**config.mk**
```make
export PLATFORM = sky130hd
export DESIGN_NAME = mips32_mem_arbiter_flat
export DESIGN_NICKNAME = d
export VERILOG_FILES = /design/src/rtl/mips32_mem_arbiter_if.sv /design/src/rtl/mips32_mem_arbiter.sv /design/src/flat_wrapper.sv
export SDC_FILE = /design/constraint.sdc
export NUM_CORES = 1
export LEC_CHECK = 0
export BUFFER_PORTS_ARGS = -buffer_cell sky130_fd_sc_hd__buf_2
export CAP_MARGIN = 30
export CORE_MARGIN = 2
export CORE_UTILIZATION = 30
export CTS_CLUSTER_SIZE = 20
export DETAILED_ROUTE_END_ITERATION = 8
export GPL_ROUTABILITY_DRIVEN = 0
export SYNTH_ARGS = -nofsm -noshare
export SYNTH_HDL_FRONTEND = slang
export SYNTH_SLANG_ARGS = --single-unit
```
**constraint.sdc**
```tcl
create_clock -name clk -period 2.8 [get_ports clk]
set_input_delay 0.56 -clock clk [delete_from_list [all_inputs] [get_ports clk]]
set_output_delay 0.56 -clock clk [all_outputs]
set_load 0.01 [all_outputs]
```
**src/rtl/mips32_mem_arbiter_if.sv**
```systemverilog
// Bus bundle between the IF/DM pipeline stages, the memory arbiter and the unified memory.
// The statistics counters exist only when MIPS32_ARB_STATS_EN is defined.
interface mips32_mem_arbiter_if #(
  parameter int AW = 10,
  parameter int DW = 32
);
  logic          if_req;
  logic [AW-1:0] if_addr;
  logic          if_gnt;
  logic          if_rvalid;
  logic [DW-1:0] if_rdata;

  logic          dm_req;
  logic          dm_we;
  logic [AW-1:0] dm_addr;
  logic [DW-1:0] dm_wdata;
  logic          dm_gnt;
  logic          dm_done;
  logic [DW-1:0] dm_rdata;

  logic          mem_en;
  logic          mem_we;
  logic [AW-1:0] mem_addr;
  logic [DW-1:0] mem_wdata;
  logic [DW-1:0] mem_rdata;

  logic          busy;

`ifdef MIPS32_ARB_STATS_EN
  logic [31:0]   if_grant_cnt;
  logic [31:0]   dm_grant_cnt;
  logic [15:0]   starve_force_cnt;
`endif

  modport slave (
    input  if_req, if_addr, dm_req, dm_we, dm_addr, dm_wdata, mem_rdata,
    output if_gnt, if_rvalid, if_rdata, dm_gnt, dm_done, dm_rdata,
           mem_en, mem_we, mem_addr, mem_wdata, busy
`ifdef MIPS32_ARB_STATS_EN
    , output if_grant_cnt, dm_grant_cnt, starve_force_cnt
`endif
  );

  modport master (
    output if_req, if_addr, dm_req, dm_we, dm_addr, dm_wdata, mem_rdata,
    input  if_gnt, if_rvalid, if_rdata, dm_gnt, dm_done, dm_rdata,
           mem_en, mem_we, mem_addr, mem_wdata, busy
`ifdef MIPS32_ARB_STATS_EN
    , input if_grant_cnt, dm_grant_cnt, starve_force_cnt
`endif
  );
endinterface

```
**src/rtl/mips32_mem_arbiter.sv**
```systemverilog
// Fixed-priority (DM over IF) arbiter with IF anti-starvation for one single-port memory.
// Optional grant statistics are enabled by defining MIPS32_ARB_STATS_EN.
module mips32_mem_arbiter #(
  parameter int AW         = 10,
  parameter int DW         = 32,
  parameter int MEM_LAT    = 1,
  parameter int STARVE_MAX = 4
) (
  input logic                 clk,
  input logic                 rst,
  mips32_mem_arbiter_if.slave io_bus
);
  localparam logic [1:0] S_IDLE   = 2'd0;
  localparam logic [1:0] S_ACCESS = 2'd1;
  localparam logic [1:0] S_WAIT   = 2'd2;
  localparam logic [1:0] S_RESP   = 2'd3;

  localparam logic [1:0] OWN_NONE = 2'd0;
  localparam logic [1:0] OWN_IF   = 2'd1;
  localparam logic [1:0] OWN_DM   = 2'd2;

  localparam logic [2:0] LAT_INIT   = 3'(MEM_LAT);
  localparam logic [3:0] STARVE_LIM = 4'(STARVE_MAX);

  logic [1:0]    r_state;
  logic [1:0]    r_owner;
  logic [2:0]    r_lat;
  logic [3:0]    r_starve;
  logic          r_we;
  logic [AW-1:0] r_addr;
  logic [DW-1:0] r_wdata;
  logic [DW-1:0] r_if_rdata;
  logic [DW-1:0] r_dm_rdata;

  logic w_any_req;
  logic w_forced;
  logic w_if_wins;

  assign w_any_req = io_bus.if_req | io_bus.dm_req;
  assign w_forced  = io_bus.if_req && (r_starve == STARVE_LIM);
  assign w_if_wins = w_forced || (io_bus.if_req && !io_bus.dm_req);

  // NOTE: non-blocking assignments so every register samples the pre-edge state.
  always_ff @(posedge clk) begin
    if (rst) begin
      r_state    <= S_IDLE;
      r_owner    <= OWN_NONE;
      r_lat      <= '0;
      r_starve   <= '0;
      r_we       <= 1'b0;
      r_addr     <= '0;
      r_wdata    <= '0;
      r_if_rdata <= '0;
      r_dm_rdata <= '0;
    end else begin
      case (r_state)
        S_IDLE: begin
          if (w_any_req) begin
            r_state <= S_ACCESS;
            if (w_if_wins) begin
              r_owner  <= OWN_IF;
              r_addr   <= io_bus.if_addr;
              r_we     <= 1'b0;
              r_starve <= '0;
            end else begin
              r_owner <= OWN_DM;
              r_addr  <= io_bus.dm_addr;
              r_we    <= io_bus.dm_we;
              r_wdata <= io_bus.dm_wdata;
              // DM only beats a waiting IF while below the limit, so this cannot overflow.
              r_starve <= io_bus.if_req ? r_starve + 4'd1 : 4'd0;
            end
          end
        end
        S_ACCESS: begin
          r_lat   <= LAT_INIT;
          r_state <= S_WAIT;
        end
        S_WAIT: begin
          r_lat <= r_lat - 3'd1;
          if (r_lat == 3'd1) begin
            if (r_owner == OWN_IF)
              r_if_rdata <= io_bus.mem_rdata;
            else if (!r_we)
              r_dm_rdata <= io_bus.mem_rdata;
            r_state <= S_RESP;
          end
        end
        default: begin
          r_state <= S_IDLE;
          r_owner <= OWN_NONE;
        end
      endcase
    end
  end

  assign io_bus.if_gnt    = (r_state == S_ACCESS) && (r_owner == OWN_IF);
  assign io_bus.dm_gnt    = (r_state == S_ACCESS) && (r_owner == OWN_DM);
  assign io_bus.if_rvalid = (r_state == S_RESP) && (r_owner == OWN_IF);
  assign io_bus.dm_done   = (r_state == S_RESP) && (r_owner == OWN_DM);
  assign io_bus.if_rdata  = r_if_rdata;
  assign io_bus.dm_rdata  = r_dm_rdata;
  assign io_bus.mem_en    = (r_state == S_ACCESS);
  assign io_bus.mem_we    = (r_state == S_ACCESS) && r_we;
  assign io_bus.mem_addr  = r_addr;
  assign io_bus.mem_wdata = r_wdata;
  assign io_bus.busy      = (r_state != S_IDLE);

`ifdef MIPS32_ARB_STATS_EN
  logic [31:0] r_if_grant_cnt;
  logic [31:0] r_dm_grant_cnt;
  logic [15:0] r_starve_force_cnt;

  always_ff @(posedge clk) begin
    if (rst) begin
      r_if_grant_cnt     <= '0;
      r_dm_grant_cnt     <= '0;
      r_starve_force_cnt <= '0;
    end else if ((r_state == S_IDLE) && w_any_req) begin
      if (w_if_wins)
        r_if_grant_cnt <= r_if_grant_cnt + 32'd1;
      else
        r_dm_grant_cnt <= r_dm_grant_cnt + 32'd1;
      if (w_forced && (r_starve_force_cnt != 16'hFFFF))
        r_starve_force_cnt <= r_starve_force_cnt + 16'd1;
    end
  end

  assign io_bus.if_grant_cnt     = r_if_grant_cnt;
  assign io_bus.dm_grant_cnt     = r_dm_grant_cnt;
  assign io_bus.starve_force_cnt = r_starve_force_cnt;
`endif
endmodule
```
**src/flat_wrapper.sv**
```systemverilog
// flat-port wrapper written by rule: the top's interface ports become plain ports
module mips32_mem_arbiter_flat 
#(
  parameter int AW         = 10,
  parameter int DW         = 32,
  parameter int MEM_LAT    = 1,
  parameter int STARVE_MAX = 4
)
  (clk, rst, io_bus_if_req, io_bus_if_addr, io_bus_dm_req, io_bus_dm_we, io_bus_dm_addr, io_bus_dm_wdata, io_bus_mem_rdata, io_bus_if_gnt, io_bus_if_rvalid, io_bus_if_rdata, io_bus_dm_gnt, io_bus_dm_done, io_bus_dm_rdata, io_bus_mem_en, io_bus_mem_we, io_bus_mem_addr, io_bus_mem_wdata, io_bus_busy);
  mips32_mem_arbiter_if #(.AW(AW), .DW(DW)) io_bus_i ();
  input logic clk;
  input logic rst;
  input wire logic [$bits(io_bus_i.if_req)-1:0] io_bus_if_req;
  input wire logic [$bits(io_bus_i.if_addr)-1:0] io_bus_if_addr;
  input wire logic [$bits(io_bus_i.dm_req)-1:0] io_bus_dm_req;
  input wire logic [$bits(io_bus_i.dm_we)-1:0] io_bus_dm_we;
  input wire logic [$bits(io_bus_i.dm_addr)-1:0] io_bus_dm_addr;
  input wire logic [$bits(io_bus_i.dm_wdata)-1:0] io_bus_dm_wdata;
  input wire logic [$bits(io_bus_i.mem_rdata)-1:0] io_bus_mem_rdata;
  output wire logic [$bits(io_bus_i.if_gnt)-1:0] io_bus_if_gnt;
  output wire logic [$bits(io_bus_i.if_rvalid)-1:0] io_bus_if_rvalid;
  output wire logic [$bits(io_bus_i.if_rdata)-1:0] io_bus_if_rdata;
  output wire logic [$bits(io_bus_i.dm_gnt)-1:0] io_bus_dm_gnt;
  output wire logic [$bits(io_bus_i.dm_done)-1:0] io_bus_dm_done;
  output wire logic [$bits(io_bus_i.dm_rdata)-1:0] io_bus_dm_rdata;
  output wire logic [$bits(io_bus_i.mem_en)-1:0] io_bus_mem_en;
  output wire logic [$bits(io_bus_i.mem_we)-1:0] io_bus_mem_we;
  output wire logic [$bits(io_bus_i.mem_addr)-1:0] io_bus_mem_addr;
  output wire logic [$bits(io_bus_i.mem_wdata)-1:0] io_bus_mem_wdata;
  output wire logic [$bits(io_bus_i.busy)-1:0] io_bus_busy;
  assign io_bus_i.if_req = io_bus_if_req;
  assign io_bus_i.if_addr = io_bus_if_addr;
  assign io_bus_i.dm_req = io_bus_dm_req;
  assign io_bus_i.dm_we = io_bus_dm_we;
  assign io_bus_i.dm_addr = io_bus_dm_addr;
  assign io_bus_i.dm_wdata = io_bus_dm_wdata;
  assign io_bus_i.mem_rdata = io_bus_mem_rdata;
  assign io_bus_if_gnt = io_bus_i.if_gnt;
  assign io_bus_if_rvalid = io_bus_i.if_rvalid;
  assign io_bus_if_rdata = io_bus_i.if_rdata;
  assign io_bus_dm_gnt = io_bus_i.dm_gnt;
  assign io_bus_dm_done = io_bus_i.dm_done;
  assign io_bus_dm_rdata = io_bus_i.dm_rdata;
  assign io_bus_mem_en = io_bus_i.mem_en;
  assign io_bus_mem_we = io_bus_i.mem_we;
  assign io_bus_mem_addr = io_bus_i.mem_addr;
  assign io_bus_mem_wdata = io_bus_i.mem_wdata;
  assign io_bus_busy = io_bus_i.busy;
  mips32_mem_arbiter #(.AW(AW), .DW(DW), .MEM_LAT(MEM_LAT), .STARVE_MAX(STARVE_MAX)) u_core (.clk(clk), .rst(rst), .io_bus(io_bus_i));
endmodule
```
==> flow_summary.ini, run 1 <==
[placement]
dp_cells = 923
dp_hpwl_mm = 8.74
io_buffers = 201
post_dp_cell_area_um2 = 5670
preCtsSetupSlack_ns = 0.742

[critical_path]
r2r_start = u_core.r_state[0]$_SDFFE_PP0P_
worst_r2r_endpoint = u_core.io_bus.if_rdata[12]$_SDFFE_PP0P_
reg2reg_slack_ns = 0.79
crit_arrival_ns = 2.28
cp_max_fo = 25
critPathKind = flop to flop
critical_path.endpoint_type = flop
cp-start-kind = flop
r2r_cells = 7
required_ns = 3.07

[clock_tree]
cts.sinks = 118
tritoncts = built
cts_hold_buf = 0
cts_made_buffers = 17
cts_setup_buffers = 0
clk_latency_ns = 0.41
clockRootBuffer = clkbuf_16
clk_path_buf_depth = 2
ctsResizeCount = 0
clk_pin_slew_ns = 0.06
ctsHtreeMaxLevel = 4

[final_layout]
multi_input_area_um2 = 1910
instances_no_fill = 955
fin_util_pct = 43.4
n_fill_cell = 1530
syn_to_final_growth_pct = 41.2
stdcell_area_um2 = 6330
antennaDiodeCount = 0
num-nets-final = 855
drive_above_1_share_pct = 32.3
ff_latch_area_um2 = 2360

[timing]
rsz0062_at_grt = no
timing.hold.ws_ns = 0.385
worstMarginPinSlew_ns = 0.595
finClkSkew_ns = 0.00825
finalSetupViolations = 0
period_share_pct = 71.9
fin_crit_ns = 2.01
max_freq_ghz = 0.497
fin_tns_setup_ns = 0
setup_slack_ns = 0.788
slew_headroom_pct = 60.3
slew_viol_final = 0
hold_viol_final = 0

[floorplanning]
die-area_um2 = 15900
die_y_um = 126
initial_core_util_pct = 30.7
ioPinCount = 202
core_um2 = 14600
rows = 44
die_w_um = 126

[route]
met1_length_mm = 5.74
dr.max_layer_used = met4
drc = 0
wl_per_cell_um = 13.1
viasPerCell = 4.57
drt-total-wl_mm = 12.6
num_vias = 4369
drtIter0Drc = 190
drt_first_pass_iters = 6
wl_met3_um = 889
final_antenna_net_count = 0
met2_length_mm = 5.82

[yosys]
synthTopCellsByArea = dfxtp_1 (53%), nand2_1 (17%), a21oi_1 (13%), ha_1 (2.2%), clkbuf_1 (1.8%)
synth.most_common_cell = nand2_1
syn_avg_cell_area_um2 = 7.93
synth_area_leader_cell = dfxtp_1
syn_inst = 565
synthArstFlopShare_pct = 0
synth-compound-area-share_pct = 16.4
synthMuxAreaShare_pct = 0.447
synth_fa_ha_area_share_pct = 2.23
ys_top_cells_by_count = nand2_1 (205), dfxtp_1 (118), a21oi_1 (112)
ys_ff_latch = 118
yosys.cell_types.count = 35
synth-seq-area-share_pct = 52.7
synth_flop_cell = dfxtp_1
synthesis.nets = 662
synth_top_family_by_area = simple AND/OR/NAND/NOR gates
yosys.area_share.xor_xnor_pct = 0
yosys.area_share.simple_pct = 23.3
synthesis.area_um2 = 4480
yosys_warnings = 0
synth_edf_count = 0
yosysTopAreaCellShare_pct = 52.7

[worst_hold_path]
hold_path_depth = 3
min-delay-start = io_bus_dm_wdata[24]
hold_class = input port to flop
min_to = u_core.io_bus.mem_wdata[24]$_SDFFE_PP0P_

[global_routing]
grtUsageTotal_pct = 16.1
grt-ovfl-total = 0
grt_pass1_vias = 4118
antenna_found_initial = 0
grt_pass1_wl_mm = 20.7
grt_start_max_net_pins = 50

[power_and_ir_drop]
cellLeakagePower_nw = 2.85
powerDensity_nw_per_um2 = 890
power_mw = 5.64
ir_drop_uv = 387

[job]
cap_violations = 0

[run_status]
outcome = finished clean
==> critical path, cell delays in order, from the launching register on <==
cell	delay (ns)
dfxtp_1	0.33
inv_1	0.08
ha_1	0.26
nand3b_2	0.18
or3b_1	0.57
buf_4	0.30
nand2_1	0.10
a21oi_1	0.06
==> how the worst max path moves through the flow <==
| stage | slack [ns] | cells past startpoint | end | from |
|---|---|---|---|---|
| after floorplan | 1.16 | 8 | u_core.io_bus.if_rdata[14]$_SDFFE_PP0P_ | u_core.r_state[0]$_SDFFE_PP0P_ |
| after global placement | 0.61 | 6 | u_core.io_bus.dm_rdata[17]$_SDFFE_PP0P_ | u_core.r_state[0]$_SDFFE_PP0P_ |
| after detailed placement | 0.74 | 7 | u_core.io_bus.if_rdata[10]$_SDFFE_PP0P_ | u_core.r_state[0]$_SDFFE_PP0P_ |
| after CTS | 0.74 | 7 | u_core.io_bus.if_rdata[13]$_SDFFE_PP0P_ | u_core.r_state[0]$_SDFFE_PP0P_ |
| after global routing | 0.62 | 7 | u_core.io_bus.if_rdata[11]$_SDFFE_PP0P_ | u_core.r_state[0]$_SDFFE_PP0P_ |
| final | 0.79 | 7 | u_core.io_bus.if_rdata[12]$_SDFFE_PP0P_ | u_core.r_state[0]$_SDFFE_PP0P_ |
==> cells in the final DEF (no fill, tap or decap), types with 2 or more instances in the layout <==
| cell | n |
|---|---|
| dfxtp_1 | 118 |
| nor2b_1 | 4 |
| o21a_1 | 2 |
| a211oi_1 | 10 |
| ha_1 | 8 |
| a21oi_1 | 112 |
| inv_1 | 9 |
| o21ai_0 | 6 |
| buf_2 | 200 |
| nand3_1 | 4 |
| nand4b_1 | 2 |
| inv_6 | 2 |
| bufinv_16 | 4 |
| nor2_1 | 18 |
| or3_1 | 2 |
| clkbuf_16 | 17 |
| a22oi_1 | 2 |
| and3b_1 | 3 |
| buf_4 | 11 |
| nor3_1 | 3 |
| clkinvlp_4 | 3 |
| nand2_1 | 205 |
| mux2i_1 | 2 |
| and2_1 | 3 |
| clkbuf_8 | 5 |
==> power breakdown <==
part / switching, mW / internal [mW] / total, mW / leakage [nW]
sequential: 0.114 / 1.88 / 1.99 / 0.959
clock: 0.767 / 1.61 / 2.38 / 0.315
combinational: 0.776 / 0.486 / 1.26 / 1.57
==> per-layer routing <==
metal / track usage, % / vias up
met1: 20.6 / 1960
met5: 0 / -
met3: 5.61 / 9
met4: 5.04 / 0
li1: - / 2243
met2: 25.6 / 157
==> kinds of logic (layout without fill, tap and decap cells) <==
kind of cell             after synthesis  in the layout
multiplexers                           2              2
buffers and inverters                 48            254
AND/OR/NAND/NOR                      252            252
adder cells (fa/ha/maj)                8              8
flip-flops                           118            118
AO/OA/AOI/OAI                        137            137
==> state kept, by name, indices dropped and copies added (netlist names), 2 cells and up <==
name and count:
u_core.r_lat 3, u_core.io_bus.if_rdata 32, u_core.r_owner 2, u_core.r_starve 4
u_core.r_state 2, u_core.io_bus.mem_wdata 32, u_core.io_bus.dm_rdata 32, u_core.io_bus.mem_addr 10
==> layout make-up <==
| class | instances | area share [%] |
|---|---|---|
| Sequential cell | 118 | 37.3 |
| Inverter | 9 | 0.534 |
| Clock buffer | 22 | 7.81 |
| Timing Repair Buffer | 213 | 17.9 |
| Clock inverter | 10 | 2.61 |
| Multi-Input combinational cell | 399 | 30.2 |
| Tap cell | 184 | 3.64 |
No activity file was read; power rests on OpenSTA's default activity.
==> run 2, diff against run 1 <==
==> constraint.sdc (replaced) <==
create_clock -name clk -period 1.84 [get_ports clk]
set_input_delay 0.368 -clock clk [delete_from_list [all_inputs] [get_ports clk]]
set_output_delay 0.368 -clock clk [all_outputs]
set_load 0.01 [all_outputs]
==> flow_summary.ini, run 2 (synthesized netlist as in run 1, its figures left out) <==
[timing]
finClkSkew_ns = 0.00881
finalSetupViolations = 0
hold_viol_final = 0
slew_headroom_pct = 73.2
fin_crit_ns = 1.70
slew_viol_final = 0
setup_slack_ns = 0.135
worstMarginPinSlew_ns = 0.402
fin_tns_setup_ns = 0
period_share_pct = 92.6
timing.hold.ws_ns = 0.188
max_freq_ghz = 0.587
rsz0062_at_grt = no

[worst_hold_path]
hold_class = input port to flop
min-delay-start = io_bus_dm_wdata[12]

[final_layout]
fin_util_pct = 43.5
syn_to_final_growth_pct = 41.6
drive_above_1_share_pct = 33.2
layout_common_cells = nand2_1 (205), buf_2 (200), dfxtp_1 (117)
num-nets-final = 863
stdcell_area_um2 = 6350
final_common_cell = nand2_1
antennaDiodeCount = 0
instances_no_fill = 962

[power_and_ir_drop]
cellLeakagePower_nw = 2.86
power_mw = 8.24
powerDensity_nw_per_um2 = 1300
ir_drop_uv = 687

[floorplanning]
die_w_um = 126
ioPinCount = 202
initial_core_util_pct = 30.7
core_um2 = 14600
die-area_um2 = 15900
die_y_um = 126
rows = 44

[critical_path]
r2r_start = u_core.r_state[0]$_SDFFE_PP0P_
critPathKind = flop to output port
cp_max_fo = 7
critical_path.endpoint_type = output port
required_ns = 1.47
crit_arrival_ns = 1.34
crit_path_start = u_core.r_state[0]$_SDFFE_PP0P_
cp-start-kind = flop

[global_routing]
antenna_found_initial = 0
grt_pass1_vias = 4224
grt_pass1_wl_mm = 20.7
grt_start_max_net_pins = 52
grt-ovfl-total = 0
grtUsageTotal_pct = 16.2

[route]
drt_first_pass_iters = 4
num_vias = 4394
final_antenna_net_count = 0
drt-total-wl_mm = 12.5
drtIter0Drc = 195
viasPerCell = 4.57
wl_per_cell_um = 13.0
drc = 0

[placement]
io_buffers = 201
dp_hpwl_mm = 8.78
preCtsSetupSlack_ns = 0.208
post_dp_cell_area_um2 = 5760
dp_cells = 931

[run_status]
outcome = finished clean

[clock_tree]
ctsHtreeMaxLevel = 4
clockRootBuffer = clkbuf_16
tritoncts = built
cts_setup_buffers = 0
cts_made_buffers = 17
cts.sinks = 118
cts_hold_buf = 0
clk_latency_ns = 0.41
clk_path_buf_depth = 2
clk_pin_slew_ns = 0.06

[job]
cap_violations = 0
-- run 2: power by group --
part / internal [mW] / switching (mW)
logic: 0.827 / 1.20
registers: 2.86 / 0.172
clock network: 2.06 / 1.12
total: 5.75 / 2.49
-- run 2: final cells by class --
class	instances	area [um^2]
Clock buffer	24	512
Clock inverter	7	68.8
Fill cell	1497	8240
Inverter	9	33.8
Multi-Input combinational cell	399	1920
Sequential cell	118	2360
Tap cell	184	230
Timing Repair Buffer	221	1220
-- run 2: metal layers --
layer	track usage [%]	up-vias	routed length (um)
li1	-	2261	-
met5	0	-	0
met4	5.24	0	161
met1	20.0	1982	5630
met2	26.2	137	5790
met3	6.24	14	925
-- run 2: worst paths after layout --
path,to,slack (ns),depth (start not counted)
max,io_bus_busy,0.14,4
min,u_core.io_bus.mem_wdata[12]$_SDFFE_PP0P_,0.19,3
max reg2reg,u_core.io_bus.if_rdata[7]$_SDFFE_PP0P_,0.21,7
min reg2reg,u_core.io_bus.dm_rdata[15]$_SDFFE_PP0P_,0.45,2
-- run 2: timing repair --
item                                    in CTS  in global routing
cloned                                       0                  0
endpoints found under the setup margin       2                  4
pin swaps                                    0                  0
gates resized for setup                      1                  2
-- run 2: critical path, cell delays in order (launching register included) --
cell     delay (ns)
dfxtp_1        0.36
inv_1          0.08
ha_2           0.23
inv_1          0.11
buf_2          0.15
==> run 3, diff against run 2 <==
==> constraint.sdc (replaced) <==
create_clock -name clk -period 1.84 [get_ports clk]
set_input_delay 0.368 -clock clk [delete_from_list [all_inputs] [get_ports clk]]
set_output_delay 0.368 -clock clk [all_outputs]
set_load 0.1 [all_outputs]
==> flow_summary.ini, run 3 (synthesized netlist as in run 1, its figures left out) <==
[run_status]
outcome = finished clean

[route]
wl_per_cell_um = 13.3
final_antenna_net_count = 0
drt-total-wl_mm = 12.8
drt_first_pass_iters = 4
drtIter0Drc = 193
drc = 0
num_vias = 4447
viasPerCell = 4.61

[floorplanning]
die_w_um = 126
rows = 44
die-area_um2 = 15900
core_um2 = 14600
ioPinCount = 202
initial_core_util_pct = 30.7
die_y_um = 126

[timing]
slew_headroom_pct = 65.0
finalSetupViolations = 0
period_share_pct = 95.7
max_freq_ghz = 0.568
finClkSkew_ns = 0.00832
hold_viol_final = 0
fin_crit_ns = 1.76
fin_tns_setup_ns = 0
worstMarginPinSlew_ns = 0.528
slew_viol_final = 0
timing.hold.ws_ns = 0.192
rsz0062_at_grt = no

[placement]
dp_cells = 931
io_buffers = 201
post_dp_cell_area_um2 = 5890
dp_hpwl_mm = 9.10

[clock_tree]
clk_pin_slew_ns = 0.05
cts_setup_buffers = 0
ctsHtreeMaxLevel = 4
cts_made_buffers = 17
tritoncts = built
clk_path_buf_depth = 2
clockRootBuffer = clkbuf_16
cts.sinks = 118
cts_hold_buf = 0
clk_latency_ns = 0.41

[global_routing]
grt_start_max_net_pins = 67
antenna_found_initial = 2
grtUsageTotal_pct = 16.0
grt-ovfl-total = 0
grt_pass1_wl_mm = 20.3
grt_pass1_vias = 4073

[job]
cap_violations = 0

[final_layout]
syn_to_final_growth_pct = 45.0
final_common_cell = nand2_1
instances_no_fill = 964
drive_above_1_share_pct = 33.8
num-nets-final = 863
stdcell_area_um2 = 6500
layout_common_cells = nand2_1 (205), buf_2 (193), dfxtp_1 (116)
n_fill_cell = 1478

[power_and_ir_drop]
power_mw = 10.3
internal_power_mw = 5.95
switchingPower_mw = 4.40
powerDensity_nw_per_um2 = 1590
p_comb_share_pct = 39.6
p_sw_share_pct = 42.5
power_frac_clock_pct = 31.0
ir_drop_uv = 958
cellLeakagePower_nw = 2.89
pwr-share-seq_pct = 29.4

[worst_hold_path]
hold_class = input port to flop

[critical_path]
reg2reg_slack_ns = 0.16
cp-start-kind = flop
cp_max_fo = 4
required_ns = 1.47
critical_path.endpoint_type = output port
critPathKind = flop to output port
crit_arrival_ns = 1.39
[run 3: cell count changes in the layout (fill, tap and decap cells not counted), moves of 2 or more]
cell and delta:
buf_2 -7, buf_12 +8, and2_1 -2, and2_4 +2, clkbuf_1 +2, clkinv_2 +2, clkbuf_8 -3
[run 3: cell type report]
type                    count  area (um^2)  area share (%)
well taps                 184          230            3.54
clock inverters             9          100            1.54
multi-input cells         399         1950            30.0
flip-flops and latches    118         2360            36.4
clock buffers              23          478            7.35
diodes                      1         2.50          0.0385
inverters                   9         33.8           0.520
repair buffers            221         1340            20.6
[run 3: power groups by stage]
stage / combinational (mW) / sequential [mW] / clock [mW]
floorplan: 1.39 / 4.78 / 0
global placement: 4.08 / 3.07 / 0
detailed placement: 4.07 / 3.08 / 0
CTS: 4.11 / 3.03 / 3.28
global route: 4.37 / 3.08 / 3.40
finish: 4.09 / 3.04 / 3.21
[run 3: metal layers]
metal	routed length, um	track usage (%)	vias to the layer above
li1	-	-	2262
met1	5230	18.4	2018
met3	948	5.69	17
met5	13	0	-
met4	174	6.53	2
met2	6430	26.9	148
[run 3: what timing repair did]
| action | 4_1_cts | 5_1_grt |
|---|---|---|
| setup endpoints to repair | 4 | 8 |
| gates resized for setup | 4 | 6 |
| pin swaps | 0 | 0 |
[run 3: path summary, 6_finish.rpt]
path	end	cells past startpoint	startpoint
hold / removal	u_core.io_bus.mem_wdata[16]$_SDFFE_PP0P_	3	io_bus_dm_wdata[16]
setup reg to reg	u_core.io_bus.if_rdata[21]$_SDFFE_PP0P_	7	u_core.r_state[0]$_SDFFE_PP0P_
setup / recovery	io_bus_dm_done	3	u_core.r_state[0]$_SDFFE_PP0P_
hold reg to reg	u_core.io_bus.if_rdata[19]$_SDFFE_PP0P_	2	u_core.io_bus.if_rdata[19]$_SDFFE_PP0P_
[run 3: critical path: stages, from the launching register on]
cell	delay [ns]
dfxtp_2	0.37
ha_1	0.21
and3b_1	0.22
buf_12	0.18
[run 3: stage by stage]
stage               utilization (%)  worst slack (ns)
floorplan                         -            0.0315
global placement               40.3             0.147
detailed placement             40.3             0.122
CTS                            44.4            0.0138
global route                   44.5            0.0106
finish                         44.5            0.0786
